===== src/rtl/stack2_pipe4_pkg.sv =====
// ============================================================================
// Module      : stack2_pipe4_pkg
// Description : Shared stack-move encodings and Gray context-pointer codes.
// Revision    : 1.0 - initial release
// ============================================================================
`default_nettype none

package stack2_pipe4_pkg;

    localparam int         c_NUM_CTX = 4;

    // delta is {pop, move}; 2'b10 is reserved and behaves as freeze
    localparam logic [1:0] c_FREEZE  = 2'b00;
    localparam logic [1:0] c_PUSH    = 2'b01;
    localparam logic [1:0] c_POP     = 2'b11;

    localparam logic [1:0] c_GRAY0   = 2'b00;
    localparam logic [1:0] c_GRAY1   = 2'b01;
    localparam logic [1:0] c_GRAY2   = 2'b11;
    localparam logic [1:0] c_GRAY3   = 2'b10;

endpackage

`default_nettype wire


===== src/rtl/stack2_pipe4_greycount.sv =====
// ============================================================================
// Module      : greycount
// Description : Combinational successor of a 2-bit Gray code (00-01-11-10).
// Revision    : 1.0 - initial release
// ============================================================================
`default_nettype none

module greycount
    import stack2_pipe4_pkg::*;
(
    input  logic [1:0] last,
    output logic [1:0] next
);

    always_comb begin
        next = c_GRAY0;
        case (last)
            c_GRAY0: next = c_GRAY1;
            c_GRAY1: next = c_GRAY2;
            c_GRAY2: next = c_GRAY3;
            c_GRAY3: next = c_GRAY0;
        endcase
    end

endmodule

`default_nettype wire


===== src/rtl/stack2_pipe4.sv =====
// ============================================================================
// Module      : stack2_pipe4
// Description : Four interleaved register stacks, one serviced per clock in
//               Gray-code rotation; rd shows the head of the active context.
// Revision    : 1.0 - initial release
// ============================================================================
`default_nettype none

module stack2_pipe4
    import stack2_pipe4_pkg::*;
#(
    parameter int WIDTH = 16,
    parameter int DEPTH = 18
) (
    input  logic             clk,
    input  logic             reset,
    output logic [WIDTH-1:0] rd,
    input  logic             we,
    input  logic [WIDTH-1:0] wd,
    input  logic [1:0]       delta
);

    logic [1:0]                        r_ptr;
    logic [1:0]                        w_ptr_next;
    logic [c_NUM_CTX-1:0][WIDTH-1:0]   w_heads;

    greycount u_greycount (
        .last (r_ptr),
        .next (w_ptr_next)
    );

    always_ff @(posedge clk) begin
        if (reset) begin
            r_ptr <= c_GRAY0;
        end else begin
            r_ptr <= w_ptr_next;
        end
    end

    // Contexts are identified by the raw pointer value, not by rotation order
    generate
        for (genvar c = 0; c < c_NUM_CTX; c++) begin : g_ctx
            logic [WIDTH-1:0] r_head;
            logic [WIDTH-1:0] r_tail [DEPTH];
            logic             w_sel;

            assign w_sel      = (r_ptr == 2'(c));
            assign w_heads[c] = r_head;

            always_ff @(posedge clk) begin
                if (reset) begin
                    r_head <= '0;
                    for (int i = 0; i < DEPTH; i++) begin
                        r_tail[i] <= '0;
                    end
                end else if (w_sel) begin
                    case (delta)
                        c_PUSH: begin
                            r_tail[0] <= r_head;
                            for (int i = 1; i < DEPTH; i++) begin
                                r_tail[i] <= r_tail[i-1];
                            end
                            r_head <= we ? wd : r_head;
                        end
                        c_POP: begin
                            r_head <= we ? wd : r_tail[0];
                            for (int i = 0; i < DEPTH - 1; i++) begin
                                r_tail[i] <= r_tail[i+1];
                            end
                            r_tail[DEPTH-1] <= '0;
                        end
                        default: begin
                            r_head <= we ? wd : r_head;
                        end
                    endcase
                end
            end
        end
    endgenerate

    assign rd = w_heads[r_ptr];

endmodule

`default_nettype wire


===== config.mk =====
export PLATFORM = sky130hd
export DESIGN_NAME = stack2_pipe4
export DESIGN_NICKNAME = d
export VERILOG_FILES = /design/src/rtl/stack2_pipe4_pkg.sv /design/src/rtl/stack2_pipe4_greycount.sv /design/src/rtl/stack2_pipe4.sv
export SDC_FILE = /design/constraint.sdc
export NUM_CORES = 1
export LEC_CHECK = 0
export CELL_PAD_IN_SITES_DETAIL_PLACEMENT = 2
export CELL_PAD_IN_SITES_GLOBAL_PLACEMENT = 2
export CORE_ASPECT_RATIO = 0.6
export CORE_MARGIN = 2
export CORE_UTILIZATION = 40
export CTS_CLUSTER_DIAMETER = 60
export CTS_CLUSTER_SIZE = 40
export DETAILED_ROUTE_END_ITERATION = 16
export HOLD_SLACK_MARGIN = 0.06
export PLACE_DENSITY = 0.74
export SYNTH_ARGS = -nofsm -noshare
export SYNTH_HDL_FRONTEND = slang
export SYNTH_HIERARCHICAL = 1
export SYNTH_SLANG_ARGS = --single-unit

===== constraint.sdc =====
create_clock -name clk -period 21.2 [get_ports clk]
set_input_delay 5.3 -clock clk [delete_from_list [all_inputs] [get_ports clk]]
set_output_delay 5.3 -clock clk [all_outputs]
set_load 0.005 [all_outputs]

==> impl_metrics.tcl, run 1 <==
set metrics [dict create \
    status "finished with violations" \
    violations "slew limit" \
    period_needed_ns 8.97 \
    hpwl_um 70600 \
    rsz0062_at_grt "false" \
    cts_tree "yes" \
    area_growth_pct 6.86 \
    crit_required_ns 21.73 \
    synth_area_um2 49100 \
    syn_nets 2962 \
    drc 0 \
    seq_area_frac_synth_pct 73.1 \
    slew_viol_final 51 \
    cts_hold_buf 0 \
    chipHeight_um 275 \
    crit_fanout 108 \
    grt_max_degree 289 \
    initial_core_util_pct 40.4 \
    critical_path_arrival_ns 9.50 \
    die_x_um 456 \
    wl_um 117000 \
    setup.worst_path.start_class "primary input" \
    critical_path.cell_chain "clkdlybuf4s50_1, nand2b_1, nor4_4, buf_4, buf_4, buf_4, a22o_1" \
    hold_path.class "reg2reg" \
    multi_input_area_um2 11900 \
    drive_gt1_share_pct 5.69 \
    wl_per_cell_um 26.5 \
    fin_worst_skew_ns 0.0610 \
    critPathMaxStageDelay_ns 0.95 \
    end_kind "flip-flop" \
    fin_tns_setup_ns 0 \
    synthCells 2941 \
    cts.sinks 1218 \
    route.vias.total 27200 \
    crit_buf_inv 4 \
    yosys.area.top_type "edfxtp_1" \
    ys_types 30 \
    p_leak_nw 18.0 \
    cts_htree_levels 2 \
    rr_startpoint "r_ptr[0]" \
    path_common_cell "buf_4" \
    ys_top_cells_by_count "1,152 x edfxtp_1, 1,088 x a22o_1, 149 x buf_2" \
    core_area_um2 122000 \
    critPathKind "in2reg" \
    crit_family "buffers and inverters" \
    drv_cap 0 \
    fmax_ghz 0.111 \
    cts_root_buf "clkbuf_16" \
    grt_util_all_layers_pct 18.5 \
    gp_congestion 0.858 \
    fin_crit_sh_pct 42.3 \
    antenna_left 0 \
    postCtsResizedCells 0 \
    setup_viol 0 \
    routed_via_density 6.15 \
    cp_slowest_cell "buf_4" \
    synthArstFlopShare_pct 0 \
    instances_no_fill 4431 \
    hold_viol_final 0 \
    grt_pass1_vias 28300 \
    clock_path_buffers 3 \
    yosys-top-cells-area "edfxtp_1 70%, a22o_1 19%, dfxtp_1 2.7%" \
    die-area_um2 126000 \
    synth_edf_count 1152 \
    fill_cells 11300 \
    cts_inserted_buffers 52 \
    port_buffers 36 \
    dpl.cell_count 4330 \
    hold_start "g_ctx[0].r_tail[17][15]" \
    ys_ff_latch 1218 \
    powerDensity_nw_per_um2 84.7 \
    rows 99 \
    synth_most_common_cell "edfxtp_1" \
    worst_pin_slew_ns 1.52 \
    antenna_found_initial 14 \
    clkTransAtPathRegs_ns 0.12 \
    grt_pass1_wl_um 183000 \
    relSlewSlack_pct -1.07 \
    drtIter0Drc 3443 \
    yosys.area.top_type_share_pct 70.4 \
    pin_count 37 \
    yosysWarnings 6 \
    postCtsSetupRepairBufs 0 \
    insertion_delay_ns 0.71 \
    ys.flop_type "edfxtp_1" \
    avgSynthCellArea_um2 16.7 \
    nets 2789 \
    overflow 0 \
    peakVddDrop_mv 0.0622 \
    first_pass_iters 5 \
    critPathLaunch "delta[0]" \
    seqCellArea_um2 35900 \
]
## layer usage
metal  GRT usage (%)  part of all wire (%)  wire length (µm)
met5           0.806                  0.15               172
met4            4.22                   2.0              2320
met3            3.96                   5.7              6640
met2            29.4                    48             56300
met1            26.0                    44             51900
## area by class of cell
cell class                 count  share of cell area [%]
sequential                  1218                    68.4
timing repair buffer          67                    1.36
clock inverter                41                    1.14
clock buffer                  55                    2.54
multi-input combinational   1426                    22.7
antenna                        5                  0.0238
inverter                       3                  0.0214
tap                         1616                    3.85
## sequential cells by signal, indices dropped and copies added (netlist names)
register,flops
g_ctx.r_tail,1152
g_ctx.r_head,64
r_ptr,2
## logic make-up after synthesis
group | Yosys count | synth area share [%]
flops | 1218 | 73.1
mux | 16 | 0.733
simple gates | 153 | 1.68
compound gates | 1257 | 21.6
buf+inv | 297 | 2.88
## metrics by stage
stage / worst slack (ns) / util (%) / area (µm²) / power (mW) / hold WS [ns]
after floorplan: 2.38 / - / 49100 / 3.05 / 0.453
after global placement: 12.00 / 41.6 / 50600 / 3.08 / 0.529
after detailed placement: 11.60 / 41.6 / 50600 / 3.11 / 0.531
after CTS: 12.33 / 43.2 / 52500 / 4.49 / 0.548
after global routing: 11.95 / 43.2 / 52500 / 4.59 / 0.569
final: 12.23 / 43.2 / 52500 / 4.45 / 0.541
## where the power goes
part	internal, mW	switching, mW	total (mW)
clock network	0.524	0.863	1.39
registers	2.77	0.102	2.88
logic	0.0542	0.131	0.185
## worst reg2reg max path, stage by stage (launching register included)
cell and delay, ns:
dfxtp_1 0.52, buf_4 0.34, nor4_2 0.34, buf_4 0.75, buf_4 0.86, buf_4 0.98
a22o_1 0.38
## cells in the final DEF (no fill, tap or decap), types with 2 or more instances in the layout
cell,netlist,final
o21bai_2,0,4
o21ai_0,16,16
inv_8,0,4
inv_1,3,3
clkdlybuf4s50_1,0,35
inv_16,0,7
inv_12,0,11
mux4_2,16,16
clkinv_8,0,5
a22o_1,1088,1088
and2_1,67,67
nand2_1,66,66
dfxtp_1,66,66
nand3b_1,2,2
nor2_4,1,4
clkinv_1,0,2
nor2b_1,4,4
inv_6,0,5
clkbuf_1,96,2
clkinv_4,0,4
clkbuf_16,0,53
clkinv_16,0,2
a211oi_1,16,16
buf_4,28,21
o21bai_4,0,4
a21oi_1,80,80
diode_2,0,5
edfxtp_1,1152,1152
a311oi_1,48,48
buf_12,0,10
nand2b_1,3,3
## worst paths after layout
path / slack (ns) / depth (start not counted) / to
setup reg to reg: 16.85 / 6 / g_ctx[0].r_tail[7][8]
setup / recovery: 12.23 / 7 / g_ctx[0].r_tail[7][8]
hold reg to reg: 0.54 / 1 / g_ctx[0].r_tail[16][15]
hold / removal: 0.54 / 1 / g_ctx[0].r_tail[16][15]
No activity file was read; power rests on OpenSTA's default activity.
==> run 2: changes to the inputs <==
- PLACE_DENSITY: 0.74 -> 0.76
- clock period: 21.2 -> 8.1 ns (I/O delays scaled with it)
==> run 2 against run 1 <==
Against the previous run: the flow finishes with violations (capacitance limit, slew limit); sequential share of layout area down 0.67 points; critical path type is now reg2out; setup slack worse by 9.3 ns; critical endpoint is now rd[8]; cell count up 0.20%; sequential power rose to 2.6 times the previous value; critical path depth down 4.
==> impl_metrics.tcl, run 2 (same netlist as run 1, synthesis figures left out) <==
set metrics [dict create \
    cts_inserted_buffers 58 \
    pin_count 37 \
    powerDensity_nw_per_um2 228 \
    crit_buf_inv 2 \
    hold_end "g_ctx[3].r_tail[0][268]" \
    largest_register_ffs 1152 \
    drv_cap 1 \
    critPathKind "reg2out" \
    chipHeight_um 275 \
    first_pass_iters 8 \
    drtIter0Drc 3343 \
    rr_startpoint "r_ptr[0]" \
    rsz0062_at_grt "false" \
    seqCellArea_um2 35900 \
    p_leak_nw 18.2 \
    route.vias.total 27500 \
    relSlewSlack_pct -0.260 \
    die_x_um 456 \
    cts_htree_levels 2 \
    cts_hold_buf 0 \
    hpwl_um 72100 \
    critical_path.cell_chain "buf_4, mux4_2, clkdlybuf4s50_1" \
    rows 99 \
    violations "capacitance limit, slew limit" \
    cts.sinks 1218 \
    total_power_mw 12.1 \
    postCtsSetupRepairBufs 0 \
    cts_tree "yes" \
    clock_path_buffers 3 \
    timing.final.ws_setup_ns 2.92 \
    area_growth_pct 7.91 \
    regMostFlops "g_ctx.r_tail" \
    setup_viol 0 \
    period_needed_ns 5.18 \
    multi_input_area_um2 11900 \
    worstRegToRegCells 5 \
    fill_cells 11200 \
    final_cell_area_um2 53000 \
    fin_crit_sh_pct 63.9 \
    r2r_slack_ns 4.07 \
    fin_worst_skew_ns 0.0510 \
    min_path_cells 1 \
    grt_pass1_vias 28300 \
    gp_congestion 0.775 \
    end_kind "output port" \
    port_buffers 36 \
    insertion_delay_ns 0.74 \
    hold_path.class "reg2reg" \
    peakVddDrop_mv 0.164 \
    core_area_um2 122000 \
    final_common_cell "edfxtp_1" \
    grt_util_all_layers_pct 19.1 \
    wl_um 121000 \
    place_area_um2 50600 \
    postCtsResizedCells 0 \
    critical_path_arrival_ns 3.15 \
    crit_required_ns 6.08 \
    critPathMaxStageDelay_ns 0.87 \
    largest_registers "g_ctx.r_tail: 1152 flops, g_ctx.r_head: 64 flops, r_ptr: 2 flops" \
    worst_pin_slew_ns 1.50 \
    overflow 0 \
    fmax_ghz 0.193 \
    final_core_util_pct 43.6 \
    slew_viol_final 17 \
    wl_per_cell_um 27.3 \
    routed_via_density 6.20 \
    final_cell_mix "1,152 x edfxtp_1, 1,088 x a22o_1, 80 x a21oi_1, 67 x and2_1" \
    nets 2794 \
    crit_family "buffers and inverters" \
    cp_slowest_cell "dfxtp_1" \
    cts_root_buf "clkbuf_16" \
    antenna_left 0 \
    drive_gt1_share_pct 6.27 \
    hold_start "g_ctx[3].r_tail[0][284]" \
    antenna_found_initial 5 \
    clkTransAtPathRegs_ns 0.14 \
    drc 0 \
    status "finished with violations" \
    initial_core_util_pct 40.4 \
    hold_viol_final 0 \
    crit_fanout 16 \
    setup.worst_path.start_class "flip-flop" \
    dp_slack_ns 2.88 \
    grt_pass1_wl_um 189000 \
    grt_max_degree 289 \
    r2r_end "g_ctx[1].r_tail[2][12]" \
    die-area_um2 126000 \
]
run 2: changes by cell type in the layout (fill, tap and decap cells not counted), sizes merged:
cell      previous run  this run
buf                 32        31
clkbuf              55        61
clkinv              13        24
clkinvlp             1         0
diode                5         1
inv                 30        28
run 2: power breakdown:
group / switching, mW / total, mW / internal [mW]
logic: 0.344 / 0.487 / 0.143
clock network: 2.47 / 4.08 / 1.61
registers: 0.274 / 7.53 / 7.26
run 2: how the worst max path moves through the flow:
stage,cells past startpoint,from,to
floorplan,2,delta[0],g_ctx[0].r_tail[0][0]
global placement,4,delta[0],g_ctx[3].r_tail[0][237]
detailed placement,4,delta[0],g_ctx[3].r_tail[0][254]
CTS,3,r_ptr[1],rd[8]
global route,3,r_ptr[1],rd[8]
finish,3,r_ptr[1],rd[8]
run 2: per-stage QoR:
stage               setup TNS (ns)  hold slack (ns)  std cells
floorplan                 -1777.58            0.453       2941
global placement                 0            0.524       4329
detailed placement               0            0.535       4329
CTS                              0            0.550       4439
global route                     0            0.571       4440
finish                           0            0.542       4440
run 2: layer usage:
metal  track usage (%)  vias to the layer above  routed length [µm]
met5                 0                        -                   0
li1                  -                    12000                   -
met4              4.38                        0                2570
met3              2.17                      120                4870
met2              31.6                      592               60000
met1              27.4                    14800               53700
run 2: final cells by class:
type / count / area share, %
Sequential cell: 1218 / 67.7
Tap cell: 1616 / 3.81
Clock buffer: 61 / 2.88
Inverter: 3 / 0.0212
Antenna cell: 1 / 0.00472
Multi-Input combinational cell: 1426 / 22.5
Timing Repair Buffer: 66 / 1.38
Clock inverter: 49 / 1.69
==> run 3: changes to the inputs <==
- PLACE_DENSITY: 0.76 -> 0.74
- clock period: 8.1 -> 4.9 ns (I/O delays scaled with it)
==> run 3 against run 2 <==
Against the previous run: the run now ends clean; core utilization increased by 0.11 points; register-to-register slack got worse by 2.7 ns; count of clock-buffer cells in the layout decreased by 5; die area unchanged; clock power increased by 51%; cell count increased by 0.41%; flip-flop and latch count unchanged; total power increased by 61%; wire length increased by 1.3%; hold slack improved by 0.017 ns; global-route usage increased by 0.16 points.
==> impl_metrics.tcl, run 3 (same netlist as run 1, synthesis figures left out) <==
set metrics [dict create \
    grt_max_degree 142 \
    critPathKind "reg2out" \
    drc 0 \
    cts_hold_buf 0 \
    critical_path_arrival_ns 2.99 \
    crit_family "flip-flops" \
    setup_viol 0 \
    clkTransAtPathRegs_ns 0.15 \
    critPathMaxStageDelay_ns 0.86 \
    routed_via_density 6.22 \
    chipHeight_um 275 \
    first_pass_iters 5 \
    total_power_mw 19.5 \
    dr.max_layer_used "met5" \
    core_area_um2 122000 \
    postCtsSetupRepairBufs 0 \
    wl_per_cell_um 27.5 \
    critical_path.cell_chain "buf_4, mux4_2, clkdlybuf4s50_1" \
    end_kind "output port" \
    die-area_um2 126000 \
    hold_viol_final 0 \
    route.vias.total 27800 \
    wl_met2_um 59600 \
    clock_path_buffers 3 \
    dpl.cell_count 4359 \
    crit_required_ns 3.67 \
    final_cell_area_um2 53100 \
    cts_root_buf "clkbuf_16" \
    antenna_left 0 \
    rsz0062_at_grt "false" \
    p_leak_nw 18.3 \
    status "finished, final reports clean" \
    final_core_util_pct 43.7 \
    rows 99 \
    fin_crit_sh_pct 86.0 \
    period_needed_ns 4.21 \
    drv_cap 0 \
    largest_register_ffs 1152 \
    cts_tree "yes" \
    wl_met3_um 5560 \
    drive_gt1_share_pct 6.79 \
    initial_core_util_pct 40.4 \
    fin_tns_setup_ns 0 \
    postCtsResizedCells 0 \
    cts_inserted_buffers 53 \
    peakVddDrop_mv 0.260 \
    wl_um 123000 \
    n_antenna_cell 0 \
    fmax_ghz 0.237 \
    dp_slack_ns 0.900 \
    slew_viol_final 0 \
    hold_path.class "reg2reg" \
    final_common_cell "edfxtp_1" \
    fill_cells 11200 \
    fin_worst_skew_ns 0.0372 \
    overflow 0 \
    cts.sinks 1218 \
    crit_fanout 14 \
    instances_no_fill 4458 \
    regMostFlops "g_ctx.r_tail" \
    wl_met1_um 55600 \
    grt_util_all_layers_pct 19.3 \
    pin_count 37 \
    cts_htree_levels 2 \
    die_x_um 456 \
    largest_registers "g_ctx.r_tail: 1152 flops, g_ctx.r_head: 64 flops, r_ptr: 2 flops" \
    setup.worst_path.start_class "flip-flop" \
    insertion_delay_ns 0.71 \
    crit_buf_inv 2 \
    area_growth_pct 8.18 \
    timing.final.ws_setup_ns 0.686 \
    powerDensity_nw_per_um2 366 \
    grt_pass1_wl_um 190000 \
    worst_pin_slew_ns 1.46 \
    hpwl_um 77100 \
    port_buffers 36 \
    gp_congestion 0.800 \
    grt_pass1_vias 28700 \
    whs_ns 0.559 \
    antenna_found_initial 1 \
    relSlewSlack_pct 2.16 \
    drtIter0Drc 3185 \
    final_cell_mix "1,152 x edfxtp_1, 1,088 x a22o_1, 80 x a21oi_1, 67 x and2_1, 66 x dfxtp_1" \
    nets 2819 \
    cp_slowest_cell "dfxtp_1" \
    place_area_um2 51200 \
]
## run 3: cell count changes in the layout (fill, tap and decap cells not counted), moves of 2 or more
cell,change
o21bai_4,-2
clkinv_16,-9
clkinv_1,+2
clkbuf_1,+2
clkbuf_16,-7
inv_16,+2
buf_4,+3
inv_8,+4
buf_12,+27
clkinv_2,+2
clkinv_8,-8
inv_12,-4
bufinv_16,+3
clkinv_4,+2
## run 3: final timing paths
check | startpoint | endpoint | cells past startpoint | slack (ns)
min | g_ctx[3].r_tail[0][285] | g_ctx[3].r_tail[0][269] | 1 | 0.56
max | r_ptr[1] | rd[10] | 3 | 0.69
min reg2reg | g_ctx[3].r_tail[0][285] | g_ctx[3].r_tail[0][269] | 1 | 0.56
max reg2reg | r_ptr[1] | g_ctx[2].r_tail[11][15] | 5 | 1.33
## run 3: cell type report
cell class                 instances  area, µm²  area share [%]
multi-input combinational       1426      11900            22.4
clock buffer                      56       1360            2.56
clock inverter                    43        641            1.21
tap                             1616       2020            3.80
inverter                           3       11.3          0.0212
sequential                      1218      35900            67.6
timing repair buffer              96       1290            2.43
## run 3: power by group
part	leakage [nW]	switching (mW)	internal, mW
Clock	0.975	3.74	2.45
Sequential	12.6	0.463	12.0
Combinational	4.69	0.579	0.257
Total	18.3	4.78	14.7
## run 3: layer usage
layer,vias to the layer above,GRT usage [%]
met4,2,3.62
met5,-,0
met1,15000,28.3
li1,12000,-
met3,106,2.24
met2,645,31.4
